`config.mk`:
```
export PLATFORM = sky130hd
export DESIGN_NAME = sm4_mode_ctrl
export DESIGN_NICKNAME = d
export VERILOG_FILES = /design/src/rtl/sm4_mode_ctrl.sv
export SDC_FILE = /design/constraint.sdc
export NUM_CORES = 2
export LEC_CHECK = 0
export CORE_MARGIN = 3
export CORE_UTILIZATION = 35
export DETAILED_ROUTE_END_ITERATION = 12
export HOLD_SLACK_MARGIN = 0.12
export PLACE_DENSITY = 0.62
export SYNTH_ARGS = -nofsm -noshare
export SYNTH_HDL_FRONTEND = slang
export SYNTH_SLANG_ARGS = --single-unit
```
`constraint.sdc`:
```
create_clock -name clk -period 26.5 [get_ports clk]
set_input_delay 5.3 -clock clk [delete_from_list [all_inputs] [get_ports clk]]
set_output_delay 5.3 -clock clk [all_outputs]
set_load 0.01 [all_outputs]
```
`src/rtl/sm4_mode_ctrl.sv`:
```
// SM4 mode-of-operation controller: ECB/CBC/CTR chaining around an
// external SM4 core, one block in flight, with an output FIFO.
module sm4_mode_ctrl #(
    parameter int OUT_FIFO_DEPTH = 4,
    parameter int CTR_W          = 32
) (
    input  logic         clk,
    input  logic         reset,
    input  logic         start_in,
    input  logic [1:0]   mode_in,
    input  logic         encdec_sel_in,
    input  logic [127:0] iv_in,
    input  logic         in_valid,
    output logic         in_ready,
    input  logic [127:0] in_data,
    input  logic         in_last,
    output logic         out_valid,
    input  logic         out_ready,
    output logic [127:0] out_data,
    output logic         out_last,
    output logic         core_valid_out,
    output logic         core_encdec_sel_out,
    output logic [127:0] core_data_out,
    input  logic         core_ready_in,
    input  logic [127:0] core_result_in,
    output logic         busy_out,
    output logic         err_out
);

    localparam int AW = (OUT_FIFO_DEPTH > 1) ? $clog2(OUT_FIFO_DEPTH) : 1;
    localparam int CW = AW + 1;

    localparam logic [1:0] M_CBC = 2'b01;
    localparam logic [1:0] M_CTR = 2'b10;
    localparam logic [1:0] M_RSV = 2'b11;

    typedef enum logic [2:0] {
        IDLE,
        LOAD,
        ISSUE,
        WAIT,
        POST
    } state_t;

    state_t         state;
    state_t         state_nx;
    logic [1:0]     mode;
    logic           sel;
    logic [127:0]   chain;
    logic [127:0]   blk;
    logic [127:0]   res;
    logic           last;
    logic [127:0]   post_data;
    logic           in_fire;
    logic           out_fire;
    logic           push;

    logic [127:0]   fifo_data [OUT_FIFO_DEPTH];
    logic           fifo_last [OUT_FIFO_DEPTH];
    logic [AW-1:0]  wr_ptr;
    logic [AW-1:0]  rd_ptr;
    logic [CW-1:0]  count;

    // a slot is held back in LOAD so the later POST push always fits
    assign in_ready       = (state == LOAD) && (count < CW'(OUT_FIFO_DEPTH));
    assign in_fire        = in_valid && in_ready;
    assign push           = (state == POST);
    assign out_valid      = (count != '0);
    assign out_fire       = out_valid && out_ready;
    assign out_data       = out_valid ? fifo_data[rd_ptr] : '0;
    assign out_last       = out_valid ? fifo_last[rd_ptr] : 1'b0;
    assign core_valid_out = (state == ISSUE);
    assign busy_out       = (state != IDLE) || out_valid;

    // state register
    always_ff @(posedge clk or posedge reset) begin
        if (reset) state <= IDLE;
        else       state <= state_nx;
    end

    // next-state decode
    always_comb begin
        state_nx = state;
        unique case (state)
            IDLE:    if (start_in && mode_in != M_RSV) state_nx = LOAD;
            LOAD:    if (in_fire) state_nx = ISSUE;
            ISSUE:   state_nx = WAIT;
            WAIT:    if (core_ready_in) state_nx = POST;
            POST:    state_nx = last ? IDLE : LOAD;
            default: state_nx = IDLE;
        endcase
    end

    // result block as written to the FIFO for the active mode
    always_comb begin
        post_data = res;
        if (mode == M_CBC && sel) post_data = res ^ chain;
        else if (mode == M_CTR)   post_data = blk ^ res;
    end

    // message context, block registers, core request and error flag
    always_ff @(posedge clk or posedge reset) begin
        if (reset) begin
            mode                <= '0;
            sel                 <= 1'b0;
            chain               <= '0;
            blk                 <= '0;
            res                 <= '0;
            last                <= 1'b0;
            core_data_out       <= '0;
            core_encdec_sel_out <= 1'b0;
            err_out             <= 1'b0;
        end else begin
            if (start_in) begin
                if (state != IDLE || mode_in == M_RSV) begin
                    err_out <= 1'b1;
                end else begin
                    err_out <= 1'b0;
                    mode    <= mode_in;
                    sel     <= encdec_sel_in;
                    chain   <= iv_in;
                end
            end
            if (in_fire) begin
                blk  <= in_data;
                last <= in_last;
                unique case (mode)
                    M_CBC:   core_data_out <= sel ? in_data : in_data ^ chain;
                    M_CTR:   core_data_out <= chain;
                    default: core_data_out <= in_data;
                endcase
                core_encdec_sel_out <= (mode == M_CTR) ? 1'b0 : sel;
            end
            if (state == WAIT && core_ready_in) res <= core_result_in;
            if (push) begin
                if (mode == M_CBC) chain <= sel ? blk : res;
                else if (mode == M_CTR)
                    chain[CTR_W-1:0] <= chain[CTR_W-1:0] + CTR_W'(1);
            end
        end
    end

    // FIFO storage, contents only meaningful below count
    always_ff @(posedge clk) begin
        if (push) begin
            fifo_data[wr_ptr] <= post_data;
            fifo_last[wr_ptr] <= last;
        end
    end

    // FIFO pointers and occupancy
    always_ff @(posedge clk or posedge reset) begin
        if (reset) begin
            wr_ptr <= '0;
            rd_ptr <= '0;
            count  <= '0;
        end else begin
            if (push)     wr_ptr <= wr_ptr + AW'(1);
            if (out_fire) rd_ptr <= rd_ptr + AW'(1);
            unique case ({push, out_fire})
                2'b10:   count <= count + CW'(1);
                2'b01:   count <= count - CW'(1);
                default: count <= count;
            endcase
        end
    end

endmodule

```
==> impl_metrics.tcl <==
set metrics [dict create \
    status "complete, no violations" \
    wire_per_inst_microns 25.6 \
    gp_congestion 0.838 \
    vias 36000 \
    synth_fp_nets 4541 \
    netlist_top_cells_count "769 x nand2_1, 528 x dfrtp_1, 516 x edfxtp_1" \
    final_cell_area_sq_um 60800 \
    post_cts_buffers 0 \
    netlist.area_leader.share 0.318 \
    avgSynthCellArea_sq_um 11.8 \
    worstPathRequired_ns 21.20 \
    grt-busiest-layer "met2" \
    max_slew_margin 0.181 \
    fp.dieArea_sq_um 144000 \
    path_max_fanout 58 \
    htreeDepth 3 \
    clock_skew_ns 0.0409 \
    maxSlewViolCount 0 \
    die_x_microns 379 \
    ys.flop_type "dfrtp_1" \
    io_pins 657 \
    tightest_slew_ns 1.23 \
    vdd_drop_max_mv 0.125 \
    fin_crit_ns 9.62 \
    grt.met3_usage 0.0515 \
    fin_setup_tns_ns 0 \
    critPathLaunchType "flip-flop" \
    overflow 0 \
    clock_path_buffers 3 \
    synth-seq-cells 1044 \
    initial_core_util 0.353 \
    cts_buffers 115 \
    async_reset_ff_frac 0.506 \
    coreArea_sq_um 138000 \
    rsz0062_at_grt "no" \
    critical_path.endpoint_type "output port" \
    grt_pass1_wl_microns 247000 \
    power_density_nw_per_um2 124 \
    drtAntennaViolNets 0 \
    rows 136 \
    ys_seq_area_frac 0.589 \
    first_global_vias 35200 \
    antenna_found_initial 34 \
    min_path_type "flip-flop to flip-flop" \
    synth_most_common_cell "nand2_1" \
    cts_resized 0 \
    synthCells 4138 \
    grt_usage 0.230 \
    hold_violations 0 \
    die_h_microns 379 \
    fin_nets 5022 \
    syn_to_final_growth_pct 24.6 \
    fin_crit_sh 0.363 \
    synth.area.top_cells "edfxtp_1 32%, dfrtp_1 27%, mux4_2 6.0%" \
    placed_area_sq_um 56900 \
    firstDrtPassIters 7 \
    synth_area_sq_um 48800 \
    max_cap_viol_count 0 \
    finish.utilization 0.440 \
    use_met2 0.348 \
    met1_usage 0.326 \
    port_buffers 656 \
    yosysUniqueCellTypes 55 \
    synth_edf_count 516 \
    grt_max_degree 148 \
    drive_above_1_share 0.114 \
    synth_top_area_cell "edfxtp_1" \
    clock-sinks 1044 \
    arrival_ns 4.32 \
    drt_wl_total_microns 169000 \
    finalSetupViolCount 0 \
    power.leakage_nw 22.9 \
    tritoncts "done" \
    cts-root-buf "clkbuf_16" \
    vias_per_cell 5.45 \
    dr.first_iter.drc_count 3158 \
    ys_warn_count 0 \
    clk_pin_slew_ns 0.06 \
    clk_latency_ns 0.75 \
    ctsHoldBuffers 0 \
    dp_hpwl_microns 110000 \
    fmax_mhz 104 \
    drcViolationCount 0 \
    path_class "flip-flop to output port" \
]
==> critical path: stages (launching register included) <==
cell and delay [ns]:
dfrtp_4 0.83, buf_4 0.78, buf_4 0.67, mux4_2 0.42, and2_1 0.18, clkdlybuf4s50_1 0.57
==> area by class of cell <==
class                      instances  area [sq um]
antenna                           19          47.5
clock buffer                     160          3280
clock inverter                    58           566
fill                           12700         77200
inverter                          20          97.6
multi-input combinational       2724         18700
sequential                      1044         28700
tap                             1863          2330
timing repair buffer             714          7030
==> cells by family after synthesis <==
group                      share of synthesized area
AOI/OAI and AO/OA                              0.122
xor gates and xnor gates                      0.0287
and+or+nand+nor                                0.131
DFF                                            0.589
adders and majority gates                    0.00246
buffers and inverters                         0.0298
muxes                                         0.0981
==> through the flow <==
step           hold slack [ns]  worst slack [ns]  instances  power [mW]
2_1_floorplan            0.457              6.45       4138        4.58
3_3_place_gp             0.463             16.41       6365        5.84
3_5_place_dp             0.469             16.38       6365        5.90
4_1_cts                  0.483             16.69       6583        7.57
5_1_grt                  0.506             16.67       6594        7.96
6_report                 0.473             16.88       6602        7.53
==> path summary, 6_finish.rpt <==
check	endpoint	depth (start not counted)	from	slack [ns]
max in group asynchronous	res[71]	6	reset	17.32
worst min register to register	core_data_out[100]	2	core_data_out[100]	0.47
worst max-delay path	out_data[26]	5	rd_ptr[1]	16.88
min in group asynchronous	res[3]	2	reset	5.11
worst min-delay path	core_data_out[100]	2	core_data_out[100]	0.47
worst max register to register	fifo_data[2][21]	8	mode[0]	22.16
==> flip-flops by register name (all words and copies together), names as in the netlist, 2 cells and up <==
signal,count
state,3
fifo_last,4
blk,128
rd_ptr,2
fifo_data,512
chain,128
mode,2
wr_ptr,2
count,3
res,128
core_data_out,128
==> where the power goes <==
group	switching, mW	internal [mW]	leakage, nW
Sequential	0.403	2.32	11.2
Combinational	1.78	1.39	9.77
Clock	0.691	0.950	1.89
Total	2.87	4.66	22.9
==> layout by cell type (no fill, tap or decap), types with 10 or more instances in the layout <==
cell             Yosys  routed
dfrtp_1            528     525
mux4_2             129     129
clkbuf_16            0     118
nand3_1             12      12
o21bai_1           128     128
and2_1             133     131
buf_4                0      56
clkbuf_1           284      25
xor2_1              15      15
nor2b_1            221     221
mux2i_1             26      26
a221o_1             10      10
clkinv_2             0      23
nor3_1              12      12
clkinv_1             2      13
o21ai_0            267     267
a32oi_1            132     132
clkbuf_8             0      17
and3_1             135     131
xnor2_1            145     145
nand2_1            769     765
mux2_2             144     144
inv_1               18      15
a21oi_1            156     156
a31oi_1             98      98
a211oi_1           104     104
edfxtp_1           516     516
diode_2              0      19
nor2_1              25      24
clkdlybuf4s50_1      0     656
==> layer usage <==
metal | share of wire | wire [microns]
met4 | 0.034 | 5730
met3 | 0.083 | 13900
met5 | 0.00070 | 118
met2 | 0.45 | 75900
met1 | 0.43 | 73000
Power figures use the tool's default switching activity.
